File: src/rtl/mema_seq.sv
// Sequencer for the skewed A-operand buffer: loads DIM rows over valid/ready,
// then drives memA shift and array compute enables for a fixed drain window.
module mema_seq #(
  parameter int DIM   = 8,
  parameter int DRAIN = 3*DIM-2,
  localparam int RW   = (DIM > 1) ? $clog2(DIM) : 1,
  localparam int DW   = $clog2(DRAIN+1)
) (
  input  logic          clk,
  input  logic          rst,
  input  logic          start,
  input  logic          abort,
  input  logic          row_valid,
  output logic          row_ready,
  output logic          a_wren,
  output logic [RW-1:0] a_row,
  output logic          a_en,
  output logic          sa_en,
  output logic          sa_clr,
  output logic          busy,
  output logic          done
);

  typedef enum logic [1:0] {
    S_IDLE,
    S_LOAD,
    S_DRAIN,
    S_DONE
  } state_t;

  state_t        state;
  logic [RW-1:0] row_cnt;
  logic [DW-1:0] drain_cnt;
  logic          clr_q;

  // Counters are cleared on every exit so a_row reads 0 outside LOAD and
  // neither counter ever wraps inside a pass; abort outranks the final beat.
  always_ff @(posedge clk) begin
    if (rst) begin
      state     <= S_IDLE;
      row_cnt   <= '0;
      drain_cnt <= '0;
      clr_q     <= 1'b0;
    end else begin
      clr_q <= 1'b0;
      case (state)
        S_IDLE: begin
          if (start) begin
            state   <= S_LOAD;
            row_cnt <= '0;
            clr_q   <= 1'b1;
          end
        end
        S_LOAD: begin
          if (abort) begin
            state   <= S_IDLE;
            row_cnt <= '0;
          end else if (row_valid) begin
            if (row_cnt == RW'(DIM-1)) begin
              state     <= S_DRAIN;
              row_cnt   <= '0;
              drain_cnt <= '0;
            end else begin
              row_cnt <= row_cnt + RW'(1);
            end
          end
        end
        S_DRAIN: begin
          if (abort) begin
            state     <= S_IDLE;
            drain_cnt <= '0;
          end else if (drain_cnt == DW'(DRAIN-1)) begin
            state     <= S_DONE;
            drain_cnt <= '0;
          end else begin
            drain_cnt <= drain_cnt + DW'(1);
          end
        end
        S_DONE: begin
          state <= S_IDLE;
        end
        default: begin
          state <= S_IDLE;
        end
      endcase
    end
  end

  assign row_ready = (state == S_LOAD);
  assign a_wren    = row_valid & row_ready;
  assign a_row     = row_cnt;
  assign a_en      = (state == S_DRAIN);
  assign sa_en     = (state == S_DRAIN);
  assign sa_clr    = clr_q;
  assign busy      = (state != S_IDLE);
  assign done      = (state == S_DONE);

endmodule

File: config.mk
export PLATFORM = sky130hd
export DESIGN_NAME = mema_seq
export DESIGN_NICKNAME = d
export VERILOG_FILES = /design/src/rtl/mema_seq.sv
export SDC_FILE = /design/constraint.sdc
export NUM_CORES = 1
export LEC_CHECK = 0
export CORE_AREA = 2 2 39 41
export CTS_CLUSTER_DIAMETER = 60
export DETAILED_ROUTE_END_ITERATION = 12
export DIE_AREA = 0 0 41 43
export PLACE_DENSITY = 0.78
export SETUP_SLACK_MARGIN = 0.1
export SLEW_MARGIN = 20
export SYNTH_ARGS = -nofsm -noshare
export SYNTH_HDL_FRONTEND = slang
export SYNTH_SLANG_ARGS = --single-unit
File: constraint.sdc
create_clock -name clk -period 3 [get_ports clk]
set_input_delay 0.3 -clock clk [delete_from_list [all_inputs] [get_ports clk]]
set_output_delay 0.3 -clock clk [all_outputs]
set_load 0.005 [all_outputs]
# Yosys cells after proc, flatten, opt, wreduce, memory -nomap -nowiden
# Cells that the tools add are included.
# classes
n_addsub	2
n_eq_ne	12
n_mux	19
bitwise_logic	2
n_reduce_logical	8
# op_table
operator	n
$mux 5	5
$mux 2	6
$mux 3	4
$pmux 5 s2	1
$pmux 2 s4	1
$reduce_and 4->1	2
$ne 2x2->1 const B	3
$ne 3x2->1 const B	2
$pmux 3 s2	1
$reduce_bool 2->1	3
$add 5x1->5 const B	1
$eq 5x5->1 const B	1
$eq 2x2->1 const B	2
$add 3x1->3 const B	1
$eq 3x3->1 const B	1
$ne 3x3->1 const B	1
$reduce_and 3->1	1
$eq 2x1->1 const B	1
$logic_not 2->1	1
$ne 2x1->1 const B	1
$reduce_or 2->1	1
$and 1x1->1	1
$mux 1	1
$not 1->1	1
# word_totals
ff_bits	11
input_bits	5
out_inout_bits	10
word_cells	47

# Logic depth before layout (Yosys ltp)
# Gate-level depths: netlist of run 1.
# depth
ltp_word	5
ltp_mapped	6
mapped_depth_nobuf	6

# Worst setup path after synthesis of run 1
# Ideal clock, no wire load.
# synth_timing
path_kind	register -> register
start	register row_cnt[0], in the netlist a_row[0]
end	register drain_cnt[2]
arrival_ps	1348
t_required_ps	2885
setup_slack_ps	1536
stages_incl_launch_ff	7
path_buffers	0
period_less_slack_ps	1464
path_cell_list	dfxtp_1 -> ha_1 -> ha_1 -> nand4b_1 -> o21ai_2 -> a21oi_1 -> o21ba_2
# synth_between
elab_chain_len	3
# synth_lines
item	line	text
from (decl)	32	logic [RW-1:0] row_cnt;
from (signal assigned)	64	row_cnt <= row_cnt + RW'(1);
$eq 3x3->1	59	if (row_cnt == RW'(DIM-1)) begin
$ne 2x1->1 (no line)	n/a	
$reduce_and 4->1 (no line)	n/a	
to (signal assigned)	76	drain_cnt <= drain_cnt + DW'(1);
to (decl)	33	logic [DW-1:0] drain_cnt;
# No other way between the ends.
# A chain may end at the register's enable or synchronous reset.

# Worst setup path in the final report of run 1
# layout_timing
start	register state[0]
end	output port a_wren
# layout_between
elab_chain_len	2
# layout_lines
item	line	text
from (decl)	31	state_t state;
from (signal assigned)	40	state <= S_IDLE;
from (signal assigned)	49	state <= S_LOAD;
from (signal assigned)	56	state <= S_IDLE;
$eq 2x1->1	89	assign row_ready = (state == S_LOAD);
$and 1x1->1	90	assign a_wren = row_valid & row_ready;
to (decl)	15	output logic a_wren,
# No other way between the ends.

==> results of run 1 <==
==> state kept, by name, summed over array words and instances (netlist names) <==
signal and cells:
drain_cnt 5, sa_clr 1, state 2, a_row 3
==> metrics by stage <==
stage / hold slack, ns / instances
after floorplan: 0.3691 / 69
after global placement: 0.4962 / 96
after detailed placement: 0.4994 / 96
after CTS: 0.5136 / 100
after global routing: 0.5592 / 100
final: 0.5156 / 100
==> synth_stat cells (2+ instances only) <==
master	number	share of area
inv_1	3	0.017
nor3b_1	2	0.023
a211oi_1	2	0.023
ha_1	4	0.077
dfxtp_1	11	0.34
a21oi_1	2	0.015
mux2i_1	3	0.046
buf_4	2	0.023
and2_1	3	0.029
nor2_1	8	0.046
xnor2_1	2	0.027
nand4b_1	3	0.040
nand2_1	2	0.012
==> power groups by stage <==
stage | logic, mW | clock network [mW] | registers [mW]
after floorplan | 0.0187 | 0 | 0.153
after global placement | 0.0334 | 0 | 0.155
after detailed placement | 0.0338 | 0 | 0.155
after CTS | 0.0341 | 0.108 | 0.151
after global routing | 0.0368 | 0.114 | 0.152
final | 0.0340 | 0.105 | 0.151
==> kinds of logic after synthesis <==
group	count (synthesis)
simple gates	30
compound gates	13
flops	11
buf+inv	6
fa+ha+maj	4
mux	3
xor+xnor	2
==> routing by layer <==
metal,track usage,up-vias,part of all wire
met5,0,-,0
met4,0.1200,0,0.015
met3,0.03141,2,0.034
met2,0.2469,14,0.47
met1,0.2393,251,0.48
li1,-,273,-
==> final cells by class <==
type	instances	share of cell area
clock buffers	3	0.02778
multi-input cells	52	0.4830
flip-flops and latches	11	0.2716
well taps	16	0.02469
inverters	3	0.01389
clock inverters	1	0.006173
repair buffers	14	0.1728
==> critical path, cell delays in order, from the launching register on <==
cell and delay, ns:
dfxtp_1 0.50, nor2b_1 0.20, and2_1 0.13, clkdlybuf4s50_1 0.49
==> worst paths after layout <==
check	end	from	depth (start not counted)
worst min-delay path	drain_cnt[4]	drain_cnt[4]	2
worst max-delay path	a_wren	state[0]	3
worst max register to register	drain_cnt[2]	a_row[0]	6
worst min register to register	drain_cnt[4]	drain_cnt[4]	2
==> summary.md, run 1 <==
| Metric | Value |
|---|---|
| DRT Wirelength | 1271 um |
| Clock Sinks | 11 |
| Area taken by multi-input logic gates | 391.6 um2 |
| Setup repair bufs after CTS | 0 |
| Net switching power | 0.07151 mW |
| Commonest non-fill, non-tap cell in the layout | clkdlybuf4s50_1 |
| CP required | 2.70 ns |
| Post-synth ARST share | 0 |
| Count of pins over their slew limit | 0 |
| Setup TNS | 0 ns |
| Area grow syn2layout | 24.86% |
| RSZ-0062 raised after global routing | no |
| Clock latency on the worst-skew pair | 0.27 ns |
| Die height | 43 um |
| FILL cells | 143 |
| Leakage | 0.3212 nW |
| Vias in the first global route | 485 |
| Core Box Area | 1384 um2 |
| EDFF count, synth | 0 |
| Worst Tran Pin Value | 0.4289 ns |
| Count of input and output buffers | 14 |
| Antenna violations before repair | 0 |
| Synthesis Warnings | 0 |
| Worst slack at placement | 1.009 ns |
| Top Ports | 15 |
| Clock Pin Slew Worst Setup and Hold Paths | 0.08 ns |
| First-pass GRT wire length | 2090 um |
| Clock power frac | 0.361 |
| Gpl congestion | 0.7675 |
| Startpoint types | flop |
| Distinct cell type count after synthesis | 35 |
| GRT Resource Usage Total | 0.1778 |
| CP endpoint kind | output port |
| Row cnt | 14 |
| Hold_buf cts | 0 |
| Post-DRT Antenna Nets | 0 |
| Fraction of layout cells with a size suffix above 1 | 0.1429 |
| Post-DP HPWL | 938.3 um |
| Storage cell area | 220.2 um2 |
| Sequential Power Share | 0.522 |
| Post-DP Area | 783.3 um2 |
| Die area | 1763 um2 |
| CTS H-Tree Depth | 1 |
| Synthesized area | 649.4 um2 |
| Sequential share of the synthesized area | 0.3391 |
| Final instance area | 810.8 um2 |
| Comb pwr share | 0.117 |
| Peak VDD IR | 215.2 uV |
| R2r setup slk | 1.36 ns |
| Status | complete, no violations |
| Post-synthesis adder-cell area fraction | 0.07707 |
| CTS tree | done |
| Area share of and/or/nand/nor cells after synthesis | 0.3025 |
| Synth Area in Compound Gates | 0.1503 |
| Vias after detailed routing | 540 |
| F_max | 0.5310 GHz |
| DR vias/cell | 5.400 |
| Total power | 0.2899 mW |
| Setup CP Type | reg2out |
| Final worst-path cycle share | 0.6278 |
| Finished Core Util | 0.5859 |
| Max-cap violations | 0 |
| Arrival time at the worst endpoint | 1.58 ns |
| Total gr overflow | 0 |
| Nets@finish | 94 |
| 1st-pass router iterations | 4 |
| Post-synthesis mux area share | 0.04624 |
| Final setup vio count | 0 |
| Final Hold Viols | 0 |
| Starting DRC count in detailed routing | 8 |
| Worst-path maximum fanout | 10 |
| Sw Share | 0.2467 |
| Setup Skew | 0.007327 ns |
| Initial Util | 0.4693 |
| Relative slew slack | 0.7137 |
| Synthesized Nets | 78 |
| Pint | 0.2184 mW |
| Root Buffer | clkbuf_4 |
| Fin crit period | 1.883 ns |
| Syn Inst Count | 69 |
| Primary FF master, synth | dfxtp_1 |
| Cts bufs inserted | 3 |
| Flops & latches, synth | 11 |
| XOR/XNOR Fraction of Synth Area | 0.02697 |
| DRC | 0 |
| Resized Gates After CTS | 0 |
| Pwr per Cell Area | 357.6 nW/um2 |
| Largest family of logic cells by synthesized area | simple AND/OR/NAND/NOR gates |
| Die Wd | 41 um |
| Final worst slack | 1.117 ns |
| Largest net degree at the start of global routing | 11 |
| Routed WL per cell | 12.71 um |
| Clock tree buffer depth | 2 |
| Hold Crit Class | reg2reg |
| Most frequent cells in the layout | 14 x clkdlybuf4s50_1, 11 x dfxtp_1, 8 x nor2_1, 4 x ha_1 |
| Antenna cells | 0 |
| Syn_area_per_cell | 9.411 um2 |
Note: power is estimated with default switching activity, not from simulation.
==> run 2, diff against run 1 <==
Settings changed: CORE_AREA 2 2 39 41 to unset, CORE_UTILIZATION set to 42, DIE_AREA 0 0 41 43 to unset, PLACE_DENSITY 0.78 to 0.72.
Clock period 3 ns to 1.7 ns, I/O delays scaled along.
==> run 2 against run 1 <==
Effect of this change:
- cell area increased by 14%
- critical endpoint is now state[1]
- clock power increased by 78%
- sequential power increased by 74%
- combinational power increased by 130%
- non-clock buffer count increased by 12
- setup slack got worse by 0.97 ns
- via count increased by 11%
- wire length increased by 13%
- clock-buffer cell count increased by 1
- worst hold slack got worse by 0.0026 ns
- first-iteration DRC count increased by 100%
==> summary.md, run 2 (synthesis gave the netlist of run 1 again) <==
| Metric | Value |
|---|---|
| Hold Crit Class | reg2reg |
| Setup CP Type | reg2reg |
| Worst Tran Pin Value | 0.3632 ns (-0.06574 ns) |
| CTS H-Tree Depth | 1 (unchanged) |
| Post-DRT Antenna Nets | 0 (unchanged) |
| Fin crit period | 1.550 ns |
| Count of pins over their slew limit | 0 (unchanged) |
| Pwr per Cell Area | 568.4 nW/um2 (+59%) |
| Clock Sinks | 11 (unchanged) |
| GRT Resource Usage Total | 0.1944 (+0.01667) |
| Leakage | 0.4461 nW (+39%) |
| CP required | 1.87 ns (-0.83 ns) |
| Most flops, register | drain_cnt |
| Root Buffer | clkbuf_4 |
| Final setup vio count | 0 (unchanged) |
| Setup TNS | 0 ns (unchanged) |
| Status | complete, no violations |
| Final worst-path cycle share | 0.9120 |
| Commonest non-fill, non-tap cell in the layout | buf_4 |
| Peak VDD IR | 411.3 uV (+91%) |
| Largest net degree at the start of global routing | 11 (unchanged) |
| Core Box Area | 1366 um2 (-1.3%) |
| Die area | 1707 um2 (-3.2%) |
| Starting DRC count in detailed routing | 16 (+8) |
| Max-cap violations | 0 (unchanged) |
| Gpl congestion | 0.7495 (-2.3%) |
| Clock Pin Slew Worst Setup and Hold Paths | 0.08 ns (about the same) |
| Final Hold Viols | 0 (unchanged) |
| Vias after detailed routing | 599 (+11%) |
| DRT Wirelength | 1436 um (+13%) |
| R2r setup slk | 0.15 ns (-1.21 ns) |
| RSZ-0062 raised after global routing | yes |
| Met2 Track Usage GR | 0.3086 (+0.06172) |
| Arrival time at the worst endpoint | 1.72 ns (+0.14 ns) |
| Nets@finish | 106 (+13%) |
| Post-DP HPWL | 944.4 um (+0.65%) |
| Routed WL per cell | 12.94 um (+1.8%) |
| Cts bufs inserted | 3 (unchanged) |
| Hold_buf cts | 0 (unchanged) |
| Antenna cells | 0 (unchanged) |
| Die Wd | 41.32 um (+0.78%) |
| Clock latency on the worst-skew pair | 0.27 ns (about the same) |
| First-pass GRT wire length | 2118 um (+1.3%) |
| Startpoint types | flop |
| Antenna violations before repair | 0 (unchanged) |
| Row cnt | 13 (-1) |
| Top Ports | 15 (unchanged) |
| Area grow syn2layout | 42.77% |
| Fraction of layout cells with a size suffix above 1 | 0.2917 (+0.1488) |
| Die height | 41.32 um (-3.9%) |
| Clock tree buffer depth | 2 (unchanged) |
| Vias in the first global route | 526 (+8.5%) |
| DR vias/cell | 5.396 (about the same) |
| Setup Skew | 0.003473 ns (-0.003854 ns) |
| Count of input and output buffers | 14 (unchanged) |
| Initial Util | 0.4753 (+0.006016) |
| Relative slew slack | 0.7575 (+0.04377) |
| CP endpoint kind | flop |
| Met1 Use GR | 0.2338 (-0.005578) |
| FILL cells | 114 (-20%) |
| Worst-path maximum fanout | 4 (-6) |
| Most frequent cells in the layout | 11 x buf_4, 10 x clkdlybuf4s50_1, 8 x nor2_1, 8 x dfxtp_1, 4 x dlymetal6s2s_1 |
| F_max | 0.6450 GHz |
| Total gr overflow | 0 (unchanged) |
| Worst hold slack | 0.5130 ns (-0.002580 ns) |
| CTS tree | done |
| Max FFs per register | 5 (unchanged) |
| DRC | 0 (unchanged) |
| Met3 Usage GRT | 0.04787 (+0.01646) |
| Busiest grt layer | met2 |
| 1st-pass router iterations | 4 (unchanged) |
==> run 2: changes by cell type in the layout (fill, tap and decap cells not counted), sizes merged <==
cell,change
buf,+11
clkbuf,+2
clkdlybuf4s50,-4
clkinv,-1
dlymetal6s2s,+4
==> run 2: cell type report <==
| class | instances | area (um2) | share of cell area |
|---|---|---|---|
| Timing Repair Buffer | 26 | 237.7 | 0.2564 |
| Multi-Input combinational cell | 52 | 404.1 | 0.4359 |
| Tap cell | 15 | 18.77 | 0.02024 |
| Inverter | 3 | 11.26 | 0.01215 |
| Sequential cell | 11 | 229.0 | 0.2470 |
| Clock buffer | 4 | 26.28 | 0.02834 |
==> run 2: routing by layer <==
layer / routed length (um) / up-vias
met5: 0 / -
met4: 25 / 0
met3: 85 / 4
met2: 688 / 18
met1: 636 / 278
li1: - / 299
==> run 2: final timing paths <==
check                       to          from  depth (start not counted)
setup / recovery      state[1]      a_row[0]                          6
hold reg to reg   drain_cnt[4]  drain_cnt[4]                          2
setup reg to reg      state[1]      a_row[0]                          6
hold / removal    drain_cnt[4]  drain_cnt[4]                          2
==> run 2: what timing repair did <==
| action | CTS | global route |
|---|---|---|
| buffers inserted | 7 | 1 |
| hold endpoints to repair | 0 | 0 |
| pin swaps | 2 | 2 |
| resized for setup | 6 | 6 |
| endpoints found under the setup margin | 7 | 7 |
==> run 2: per-stage QoR <==
step                        util  total power [mW]  cells  area (um2)  worst slack, ns
after floorplan                -            0.3023     69       649.4           0.2363
after global placement    0.5943            0.3398     99       812.0          0.08457
after detailed placement  0.5943            0.3395     99       812.0          0.06025
after CTS                 0.6603            0.5294    110       902.1           0.1074
after global routing      0.6786            0.5566    111       927.1          0.03921
final                     0.6786            0.5270    111       927.1           0.1496
==> run 2: critical path, stage by stage (launching register included) <==
cell and delay [ns]:
dfxtp_2 0.36, ha_1 0.16, ha_2 0.20, nand4b_1 0.19
buf_4 0.20, buf_4 0.12, a211oi_1 0.24
==> run 2: report_power, final <==
part	total (mW)	switching (mW)	leakage [nW]	internal, mW
logic	0.0766	0.0284	0.340	0.0481
clock network	0.187	0.0963	0.0150	0.0907
registers	0.263	0.00367	0.0910	0.260
==> run 3, diff against run 2 <==
Settings changed: HOLD_SLACK_MARGIN set to 0.06, REMOVE_ABC_BUFFERS set to 1.
==> run 3 against run 2 <==
Effect of this change:
- setup slack improved by 0.015 ns
- clock skew fell by 0.00081 ns
- register-to-register slack improved by 0.04 ns
- power fell by 2.7%
- die area did not move
- maximum frequency rose by 0.95%
- sequential share of layout area barely moved
- cell count fell by 1.8%
- worst hold slack got worse by 0.014 ns
- sequential cell count did not move
- core utilization rose by 0.46 points
==> summary.md, run 3 (synthesis gave the netlist of run 1 again) <==
| Metric | Value |
|---|---|
| Setup Skew | 0.002659 ns (-0.0008134 ns) |
| Row cnt | 13 (unchanged) |
| Area grow syn2layout | 43.74% |
| Sequential Power Share | 0.515 (+0.015) |
| Final worst-path cycle share | 0.9034 (-0.008566) |
| Total gr overflow | 0 (unchanged) |
| Sw Share | 0.2247 (-0.01892) |
| Worst path slowest cell | clkdlybuf4s50_1 |
| F_max | 0.6511 GHz (+0.95%) |
| CTS tree | done |
| Clock Sinks | 11 (unchanged) |
| Post-DRT Antenna Nets | 0 (unchanged) |
| Clock latency on the worst-skew pair | 0.26 ns (about the same) |
| Status | complete, no violations |
| Count of pins over their slew limit | 0 (unchanged) |
| Worst slack at placement | -0.01690 ns (-0.07714 ns) |
| Most flops, register | drain_cnt |
| CTS H-Tree Depth | 1 (unchanged) |
| GRT Resource Usage Total | 0.1828 (-0.01161) |
| Nets@finish | 104 (-1.9%) |
| Leakage | 0.4342 nW (-2.7%) |
| Count of input and output buffers | 14 (unchanged) |
| CP required | 1.53 ns (-0.34 ns) |
| Peak VDD IR | 465.1 uV (+13%) |
| Worst-path maximum fanout | 7 (+3) |
| FILL cells | 102 (-11%) |
| Starting DRC count in detailed routing | 7 (-9) |
| Fraction of layout cells with a size suffix above 1 | 0.3298 (+0.03812) |
| Clock Pin Slew Worst Setup and Hold Paths | 0.07 ns (about the same) |
| Final worst slack | 0.1641 ns (+0.01456 ns) |
| DRT Wirelength | 1280 um (-11%) |
| First-pass GRT wire length | 1987 um (-6.2%) |
| R2r setup slk | 0.19 ns (+0.04 ns) |
| CP cell instances | buf_4, and2_1, clkdlybuf4s50_1 |
| Initial Util | 0.4753 (unchanged) |
| DR vias/cell | 5.394 (about the same) |
| RSZ-0062 raised after global routing | yes |
| DRC | 0 (unchanged) |
| Relative slew slack | 0.8091 (+0.05160) |
| 1st-pass router iterations | 4 (unchanged) |
| Total power | 0.5130 mW (-2.7%) |
| Pwr per Cell Area | 549.6 nW/um2 (-3.3%) |
| Final Hold Viols | 0 (unchanged) |
| Antenna cells | 0 (unchanged) |
| Routed WL per cell | 11.74 um (-9.2%) |
| Vias in the first global route | 489 (-7.0%) |
| Worst Tran Pin Value | 0.2851 ns (-0.07806 ns) |
| Storage cell area | 230.2 um2 (+0.55%) |
| Vias after detailed routing | 588 (-1.8%) |
| Setup CP Type | reg2out |
| Antenna violations before repair | 0 (unchanged) |
| Clock power frac | 0.341 (-0.014) |
| Die area | 1707 um2 (unchanged) |
| Most frequent cells in the layout | 10 x clkdlybuf4s50_1, 10 x buf_4, 8 x nor2_1, 7 x dfxtp_1, 4 x dlymetal6s2s_1 |
| CP endpoint kind | output port |
| Die height | 41.32 um (unchanged) |
| Die Wd | 41.32 um (unchanged) |
| Largest net degree at the start of global routing | 11 (unchanged) |
| Startpoint types | flop |
| Max-cap violations | 0 (unchanged) |
| Area taken by multi-input logic gates | 421.7 um2 (+4.3%) |
| Net switching power | 0.1153 mW (-10%) |
| Root Buffer | clkbuf_4 |
| Pint | 0.3978 mW (-0.22%) |
| Post-DP HPWL | 922.1 um (-2.4%) |
| Core Box Area | 1366 um2 (unchanged) |
| Gpl congestion | 0.7857 (+4.8%) |
| Critical Path Max Stage Delay | 0.49 ns (+0.13 ns) |
| Top Ports | 15 (unchanged) |
| Comb pwr share | 0.145 (about the same) |
| Max FFs per register | 5 (unchanged) |
| Arrival time at the worst endpoint | 1.37 ns (-0.35 ns) |
| Clock tree buffer depth | 2 (unchanged) |
| Hold Crit Class | reg2reg |
| Cts bufs inserted | 3 (unchanged) |
| Final setup vio count | 0 (unchanged) |
| Fin crit period | 1.536 ns (-0.01456 ns) |
[run 3: path summary, 6_finish.rpt]
kind	to	startpoint	cells past startpoint
setup / recovery	done	state[0]	3
hold / removal	drain_cnt[4]	drain_cnt[4]	2
setup reg to reg	drain_cnt[2]	a_row[0]	6
hold reg to reg	drain_cnt[4]	drain_cnt[4]	2
[run 3: cell type report]
type	instances	share of cell area
multi-input combinational	52	0.4517
sequential	11	0.2466
timing repair buffer	24	0.2413
clock buffer	4	0.02815
tap	15	0.02011
inverter	3	0.01206
[run 3: worst max-delay path, delay by kind of cell, from the launching register on]
family                 cells  cell delay [ns]
buffers and inverters      2             0.62
flip-flops                 1             0.38
AND/OR/NAND/NOR            1             0.11
[run 3: what timing repair did]
| item | in CTS | in global routing |
|---|---|---|
| pin swaps | 1 | 1 |
| endpoints found under the setup margin | 7 | 10 |
| resized for setup | 4 | 13 |
| hold buffers | 0 | 0 |
| buffers inserted | 3 | 2 |
[run 3: stage by stage]
stage | cells | setup TNS [ns] | utilization | hold WS [ns] | instance area (um2)
6_report | 109 | 0 | 0.6832 | 0.4986 | 933.4
5_1_grt | 109 | 0 | 0.6832 | 0.5220 | 933.4
4_1_cts | 107 | 0 | 0.6401 | 0.5040 | 874.6
3_5_place_dp | 100 | -0.03166 | 0.5998 | 0.4943 | 819.5
3_3_place_gp | 100 | 0 | 0.5998 | 0.4928 | 819.5
2_1_floorplan | 66 | 0 | - | 0.2391 | 623.1
[run 3: power groups by stage]
stage	logic, mW	registers [mW]	clock network (mW)
floorplan	0.0278	0.272	0
global placement	0.0697	0.273	0
detailed placement	0.0701	0.273	0
CTS	0.0703	0.267	0.180
global route	0.0815	0.265	0.191
finish	0.0742	0.264	0.175
[run 3: metal layers]
metal,vias to the layer above,routed length [um],global-route usage
li1,296,-,-
met1,271,647,0.2262
met2,17,550,0.2773
met3,4,57,0.04787
met4,0,25,0.1210
met5,-,0,0
